<file path="src/rtl/pipe_stage_buf.sv">
// pipe_stage_buf: decode/execute pipeline register with a valid/ready
// handshake backed by a 2-entry skid buffer, synchronous flush and a
// saturating stall counter.
//
// Ports:
//   clk, rst            rising-edge clock, synchronous active-high reset
//   i_valid / o_ready   upstream handshake (o_ready is registered)
//   i_ctrl, i_dr1,
//   i_dr2, i_wa         incoming control word, operands, write address
//   i_flush             squash held and incoming transfers
//   o_valid / i_ready   downstream handshake
//   o_ctrl, o_dr1,
//   o_dr2, o_wa         held control word, operands, write address
//   o_stall_cnt         cycles with o_valid=1 and i_ready=0, saturating
module pipe_stage_buf #(
  parameter int unsigned DATA_W      = 32,
  parameter int unsigned CTRL_W      = 8,
  parameter int unsigned ADDR_W      = 5,
  parameter int unsigned ZERO_BUBBLE = 1,
  parameter int unsigned CNT_W       = 16
) (
  input  logic              clk,
  input  logic              rst,
  input  logic              i_valid,
  output logic              o_ready,
  input  logic [CTRL_W-1:0] i_ctrl,
  input  logic [DATA_W-1:0] i_dr1,
  input  logic [DATA_W-1:0] i_dr2,
  input  logic [ADDR_W-1:0] i_wa,
  input  logic              i_flush,
  output logic              o_valid,
  input  logic              i_ready,
  output logic [CTRL_W-1:0] o_ctrl,
  output logic [DATA_W-1:0] o_dr1,
  output logic [DATA_W-1:0] o_dr2,
  output logic [ADDR_W-1:0] o_wa,
  output logic [CNT_W-1:0]  o_stall_cnt
);

  typedef enum logic [1:0] {
    S_EMPTY = 2'd0,
    S_ONE   = 2'd1,
    S_TWO   = 2'd2
  } state_t;

  state_t state_q, state_d;
  logic   ready_q;

  logic [CTRL_W-1:0] main_ctrl, skid_ctrl;
  logic [DATA_W-1:0] main_dr1, skid_dr1;
  logic [DATA_W-1:0] main_dr2, skid_dr2;
  logic [ADDR_W-1:0] main_wa, skid_wa;
  logic [CNT_W-1:0]  stall_cnt_q;

  logic xfer_in, xfer_out;
  logic load_main_in, load_main_skid, load_skid_in;

  assign o_valid  = (state_q != S_EMPTY);
  assign o_ready  = ready_q;
  assign xfer_in  = i_valid & ready_q;
  assign xfer_out = o_valid & i_ready;

  // Next state and storage load enables; flush overrides every transition
  // and discards the incoming word.
  always_comb begin
    state_d        = state_q;
    load_main_in   = 1'b0;
    load_main_skid = 1'b0;
    load_skid_in   = 1'b0;
    if (i_flush) begin
      state_d = S_EMPTY;
    end else begin
      case (state_q)
        S_EMPTY: begin
          if (xfer_in) begin
            state_d      = S_ONE;
            load_main_in = 1'b1;
          end
        end
        S_ONE: begin
          if (xfer_in && xfer_out) begin
            load_main_in = 1'b1;
          end else if (xfer_in) begin
            state_d      = S_TWO;
            load_skid_in = 1'b1;
          end else if (xfer_out) begin
            state_d = S_EMPTY;
          end
        end
        S_TWO: begin
          if (xfer_out) begin
            state_d        = S_ONE;
            load_main_skid = 1'b1;
          end
        end
        default: state_d = S_EMPTY;
      endcase
    end
  end

  // o_ready is computed from the next state so it changes on the same edge
  // as the state, with no combinational path from i_valid/i_ready.
  always_ff @(posedge clk) begin
    if (rst) begin
      state_q <= S_EMPTY;
      ready_q <= 1'b1;
    end else begin
      state_q <= state_d;
      ready_q <= (state_d != S_TWO);
    end
  end

  always_ff @(posedge clk) begin
    if (rst) begin
      main_ctrl <= '0;
      main_dr1  <= '0;
      main_dr2  <= '0;
      main_wa   <= '0;
      skid_ctrl <= '0;
      skid_dr1  <= '0;
      skid_dr2  <= '0;
      skid_wa   <= '0;
    end else begin
      if (load_main_in) begin
        main_ctrl <= i_ctrl;
        main_dr1  <= i_dr1;
        main_dr2  <= i_dr2;
        main_wa   <= i_wa;
      end else if (load_main_skid) begin
        main_ctrl <= skid_ctrl;
        main_dr1  <= skid_dr1;
        main_dr2  <= skid_dr2;
        main_wa   <= skid_wa;
      end
      if (load_skid_in) begin
        skid_ctrl <= i_ctrl;
        skid_dr1  <= i_dr1;
        skid_dr2  <= i_dr2;
        skid_wa   <= i_wa;
      end
    end
  end

  always_ff @(posedge clk) begin
    if (rst) begin
      stall_cnt_q <= '0;
    end else if (o_valid && !i_ready && (stall_cnt_q != '1)) begin
      stall_cnt_q <= stall_cnt_q + CNT_W'(1);
    end
  end

  // Bubble masking keeps RAM/BR enables low whenever nothing is valid.
  always_comb begin
    o_ctrl = main_ctrl;
    if ((ZERO_BUBBLE != 0) && !o_valid) begin
      o_ctrl = '0;
    end
  end

  assign o_dr1       = main_dr1;
  assign o_dr2       = main_dr2;
  assign o_wa        = main_wa;
  assign o_stall_cnt = stall_cnt_q;

endmodule

</file>
<file path="config.mk">
export PLATFORM = sky130hd
export DESIGN_NAME = pipe_stage_buf
export DESIGN_NICKNAME = d
export VERILOG_FILES = /design/src/rtl/pipe_stage_buf.sv
export SDC_FILE = /design/constraint.sdc
export NUM_CORES = 1
export LEC_CHECK = 0
export ABC_AREA = 1
export ABC_CLOCK_PERIOD_IN_PS = 1900
export BUFFER_PORTS_ARGS = -buffer_cell sky130_fd_sc_hd__clkbuf_2
export CAP_MARGIN = 20
export CORE_MARGIN = 4
export CORE_UTILIZATION = 53
export DETAILED_ROUTE_END_ITERATION = 10
export GPL_ROUTABILITY_DRIVEN = 0
export HOLD_SLACK_MARGIN = 0.08
export PLACE_DENSITY = 0.79
export SLEW_MARGIN = 30
export SYNTH_ARGS = -nofsm -noshare
export SYNTH_HDL_FRONTEND = slang
export SYNTH_SLANG_ARGS = --single-unit
</file>
<file path="constraint.sdc">
create_clock -name clk -period 1.9 [get_ports clk]
set_clock_uncertainty 0.2 [all_clocks]
set_input_delay 0.38 -clock clk [delete_from_list [all_inputs] [get_ports clk]]
set_output_delay 0.38 -clock clk [all_outputs]
set_load 0.005 [all_outputs]
</file>
==> impl_metrics.tcl, run 1 <==
set metrics [dict create \
    ant_nets 0 \
    clk_path_buf_depth 2 \
    required_ps 1320 \
    ys.flop_type "dfxtp_1" \
    core_mm2 0.0134 \
    htreeDepth 4 \
    routed_via_density 5.55 \
    dr.pass1.iters 5 \
    syn_area_per_cell_um2 7.61 \
    hold_violations 0 \
    ys_top_cells_by_area "dfxtp_1 (47%), nor2_1 (11%), o21ai_0 (9.7%)" \
    multi_input_area_mm2 0.00349 \
    grt_max_degree 76 \
    yosysSeqAreaShare 0.472 \
    cts_buffers 17 \
    path_class "reg -> out" \
    ios 177 \
    p_leak_uw 0.00498 \
    drcViolationCount 0 \
    powerDensity_mw_per_mm2 826 \
    worstPathArrival_ps 1280 \
    hold_depth 4 \
    drt-initial-drc-count 816 \
    die_h_um 126 \
    vias 7674 \
    filler_cell_count 1009 \
    grt_pass1_vias 7092 \
    die_area_mm2 0.0158 \
    hold_class "in -> reg" \
    grt_pass1_wl_mm 34.3 \
    overflow 0 \
    synthCells 964 \
    pre_cts_slack_ps 38.2 \
    ir_worst_vdd_mv 0.781 \
    finalNetCount 1278 \
    clk_latency_ps 430 \
    wl_per_cell_um 15.0 \
    initial_core_util 0.548 \
    maxSlewViolCount 0 \
    cts_tree "built" \
    status "complete, no violations" \
    layout-area-overhead-vs-synth_pct 35.5 \
    synth-async-reset-ratio 0 \
    tightestPinTransition_ps 400 \
    fin_cells 1382 \
    diodes 0 \
    tns_ps 0 \
    final.min_clock_period_ps 1860 \
    min_period_over_period 0.978 \
    synth_top_area_cell "dfxtp_1" \
    cts_sinks 173 \
    syn_area_mm2 0.00734 \
    placed_cells 1274 \
    drt_wl_total_mm 20.8 \
    setup_viol 0 \
    grt_usage 0.258 \
    r2r_cells 6 \
    clock-root-buffer "clkbuf_16" \
    cap_viol_max_count 0 \
    ys_seq_elements 173 \
    end_kind "output port" \
    synth_common_cells "nor2_1 (206), dfxtp_1 (173), o21ai_0 (143)" \
    io_buffers 176 \
    yosys.area.top_type_share 0.472 \
    max_freq_mhz 538 \
    detailed_place_hpwl_mm 12.1 \
    crit_fanout 5 \
    synth_nets 1047 \
    cp-start-kind "register" \
    clkTransAtPathRegs_ps 60 \
    synthDistinctLibCells 29 \
    synth.most_common_cell "nor2_1" \
    setup_ws_ps 41.5 \
    fp.dieW_um 126 \
    rows 42 \
    grt_antenna_before_repair 0 \
    yosysWarnings 0 \
    drive_gt1_frac 0.216 \
    synth_edf_count 0 \
    ff_latch_area_mm2 0.00347 \
    relSlewSlack 0.733 \
]
-- final cells by class --
type / count / area share
multi-input cells: 687 / 0.351
flip-flops and latches: 173 / 0.349
repair buffers: 289 / 0.210
clock buffers: 22 / 0.0457
well taps: 176 / 0.0221
clock inverters: 8 / 0.0118
inverters: 27 / 0.0104
-- flip-flops by register name, summed over array words and instances (netlist names) --
name,count
o_dr1,32
o_dr2,32
skid_dr1,32
skid_dr2,32
o_stall_cnt,16
main_ctrl,8
skid_ctrl,8
o_wa,5
skid_wa,5
state_q,2
o_ready,1
-- timing repair --
| item | CTS | global route |
|---|---|---|
| endpoints found under the hold margin | 157 | 0 |
| pin swaps | 0 | 0 |
| hold buffers | 78 | 0 |
| setup endpoints to repair | 9 | 24 |
| buffers inserted | 0 | 0 |
| gates resized for setup | 6 | 10 |
-- final timing paths --
kind	startpoint	endpoint	slack, ps
max	state_q[1]$_SDFF_PP0_	o_ctrl[2]	40
min	i_valid	state_q[0]$_SDFF_PP0_	140
max reg2reg	state_q[0]$_SDFF_PP0_	o_dr2[24]$_SDFFE_PP0P_	140
min reg2reg	skid_dr1[26]$_SDFFE_PP0P_	skid_dr1[26]$_SDFFE_PP0P_	300
-- critical path: stages (launching register included) --
cell,delay [ps]
dfxtp_4,380
nor2_4,50
buf_4,150
nor2_1,120
clkbuf_2,140
-- power breakdown --
part           switching (µW)  leakage, µW  internal, µW
logic                     462      0.00329           455
clock network            1360     0.000280          2080
registers                77.7      0.00141          3780
total                    1900      0.00498          6320
-- layout by cell type (no fill, tap or decap), drive strengths merged, types with 27 or more instances in the layout --
cell type | netlist | layout
nand3 | 82 | 82
buf | 32 | 35
dlygate4sd3 | 0 | 78
nand2 | 139 | 139
dfxtp | 173 | 173
o21ai | 150 | 150
o211a | 69 | 69
nor2 | 210 | 210
clkbuf | 45 | 198
inv | 27 | 27
-- routing by layer --
layer	vias up	GRT usage	wire [µm]
met5	-	0	0
met4	0	0.0938	533
met3	52	0.0648	1540
met2	349	0.434	10200
met1	3571	0.322	8510
li1	3702	-	-
-- per-stage QoR --
step | hold slack (ps) | power (µW) | util | area [µm²]
after floorplan | 249 | 4350 | - | 7340
after global placement | 279 | 4690 | 0.638 | 8550
after global routing | 159 | 8530 | 0.742 | 9940
final | 145 | 8220 | 0.742 | 9940
after CTS | 117 | 8230 | 0.740 | 9920
after detailed placement | 290 | 4710 | 0.638 | 8550
-- logic make-up after synthesis --
logic type	after synthesis	share of synthesized area
flops	173	0.472
buf+inv	104	0.0583
xor+xnor	6	0.00716
fa+ha+maj	1	0.00170
simple gates	440	0.247
compound gates	240	0.214
Power figures use the tool's default switching activity.
==> inputs of run 2 (changes only) <==
- CORE_UTILIZATION: 53 -> 50
- PLACE_DENSITY: 0.79 -> 0.75
==> run 2 against run 1 <==
Net effect: combinational power about the same; via count down 2.9%; total power increased by 1.1%; maximum frequency grew 2.0%; sequential power is essentially flat; flip-flop and latch count unchanged; sequential share of layout area shrank 0.14 points; core utilization is 5.3 points lower; final cell count rose by 1.0%; design area is 0.39% higher; highest routed layer unchanged.
==> impl_metrics.tcl, run 2 (synthesized netlist as in run 1, its figures left out) <==
set metrics [dict create \
    diodes 0 \
    p_leak_uw 0.00501 \
    wl_per_cell_um 14.6 \
    required_ps 1320 \
    powerDensity_mw_per_mm2 832 \
    cp-start-kind "register" \
    p_int_uw 6360 \
    drt-initial-drc-count 498 \
    initial_core_util 0.507 \
    hold_class "in -> reg" \
    min_period_over_period 0.959 \
    tightestPinTransition_ps 320 \
    ff_latch_area_mm2 0.00347 \
    crit_fanout 7 \
    dr.pass1.iters 5 \
    ant_nets 0 \
    ios 177 \
    grt_usage 0.243 \
    fin_cells 1396 \
    p_seq_frac 0.465 \
    final.min_clock_period_ps 1820 \
    rsz0062_at_grt "false" \
    tns_ps 0 \
    layout-area-overhead-vs-synth_pct 36.0 \
    cts_buffers 17 \
    maxSlewViolCount 0 \
    hold_violations 0 \
    die_area_mm2 0.0167 \
    multi_input_area_mm2 0.00348 \
    switchingPower_uw 1940 \
    overflow 0 \
    fp.dieW_um 129 \
    drive_gt1_frac 0.220 \
    filler_cell_count 1192 \
    slowest_delay_ps 360 \
    grt_max_degree 74 \
    setup_viol 0 \
    clock-root-buffer "clkbuf_16" \
    routed_via_density 5.34 \
    final_cell_mix "nor2_1 (198), clkbuf_2 (175), dfxtp_1 (171), o21ai_0 (143), nand2_1 (138)" \
    finalNetCount 1282 \
    max_freq_mhz 549 \
    detailed_place_hpwl_mm 12.0 \
    clockPowerShare 0.425 \
    vias 7448 \
    grt_pass1_vias 7004 \
    cts_sinks 173 \
    clk_path_buf_depth 2 \
    grt_pass1_wl_mm 33.4 \
    rows 44 \
    layout_commonest_cell "nor2_1" \
    swShare 0.234 \
    clkTransAtPathRegs_ps 60 \
    end_kind "output port" \
    worstPathArrival_ps 1240 \
    pwr-share-comb 0.110 \
    relSlewSlack 0.786 \
    path_class "reg -> out" \
    critPathSlowestCell "dfxtp_4" \
    drcViolationCount 0 \
    drt_wl_total_mm 20.3 \
    htreeDepth 4 \
    ir_worst_vdd_mv 1.17 \
    die_h_um 129 \
    core_mm2 0.0145 \
    status "complete, no violations" \
    cap_viol_max_count 0 \
    io_buffers 176 \
    crit_chain "nor2_4, buf_8, nor2_2, buf_2" \
    placed_cells 1284 \
    clk_latency_ps 420 \
    grt_antenna_before_repair 0 \
    cts_tree "built" \
]
[run 2: cell count changes in the layout (fill, tap and decap cells not counted), sizes merged]
cell	change
clkinv	+1
inv	+1
buf	+5
clkbuf	+1
bufinv	-1
clkinvlp	-1
[run 2: metal layers]
| metal | vias to the layer above | track usage | wire [µm] | part of all wire |
|---|---|---|---|---|
| li1 | 3718 | - | - | - |
| met3 | 39 | 0.0647 | 1410 | 0.069 |
| met4 | 0 | 0.0902 | 414 | 0.020 |
| met2 | 256 | 0.394 | 9740 | 0.48 |
| met5 | - | 0 | 0 | 0 |
| met1 | 3435 | 0.313 | 8770 | 0.43 |
[run 2: per-stage QoR]
step                       util  area [µm²]  total power, µW  setup WS [ps]  hold slack, ps
final                     0.690        9980             8300           77.4             138
after CTS                 0.687        9950             8350           8.76             124
after floorplan               -        7340             4350            108             249
after global routing      0.690        9980             8650           5.92             160
after global placement    0.590        8540             4690            143             281
after detailed placement  0.590        8540             4710            112             285
[run 2: critical path, delay by kind of cell (launching register included)]
kind / cells / cell delay (ps)
and+or+nand+nor: 2 / 190
DFF: 1 / 360
buffers and inverters: 2 / 280
[run 2: repair_timing]
| item | in CTS | in global routing |
|---|---|---|
| hold endpoints to repair | 157 | 0 |
| cloned | 0 | 0 |
| setup buffers | 0 | 2 |
| gates resized for setup | 7 | 9 |
| setup endpoints to repair | 9 | 9 |
| pin swaps | 0 | 1 |
| hold buffers | 78 | 0 |
[run 2: path summary, 6_finish.rpt]
path | startpoint | cells past startpoint | end | slack, ps
worst max-delay path | state_q[1]$_SDFF_PP0_ | 4 | o_ctrl[6] | 80
worst min-delay path | i_ready | 4 | state_q[0]$_SDFF_PP0_ | 140
worst max register to register | state_q[1]$_SDFF_PP0_ | 8 | skid_dr2[21]$_SDFFE_PP0P_ | 180
worst min register to register | skid_dr1[26]$_SDFFE_PP0P_ | 2 | skid_dr1[26]$_SDFFE_PP0P_ | 300
[run 2: power by group through the flow]
stage                     clock network (µW)  logic [µW]  registers [µW]
after floorplan                            0         409            3940
after global placement                     0         754            3940
after detailed placement                   0         768            3940
after CTS                               3590         900            3860
after global routing                    3760        1020            3870
final                                   3530         914            3860
[run 2: layout make-up]
class / instances / share of cell area
multi-input combinational: 687 / 0.349
tap: 184 / 0.0231
inverter: 27 / 0.0104
clock inverter: 8 / 0.0105
timing repair buffer: 293 / 0.209
sequential: 173 / 0.348
clock buffer: 24 / 0.0503
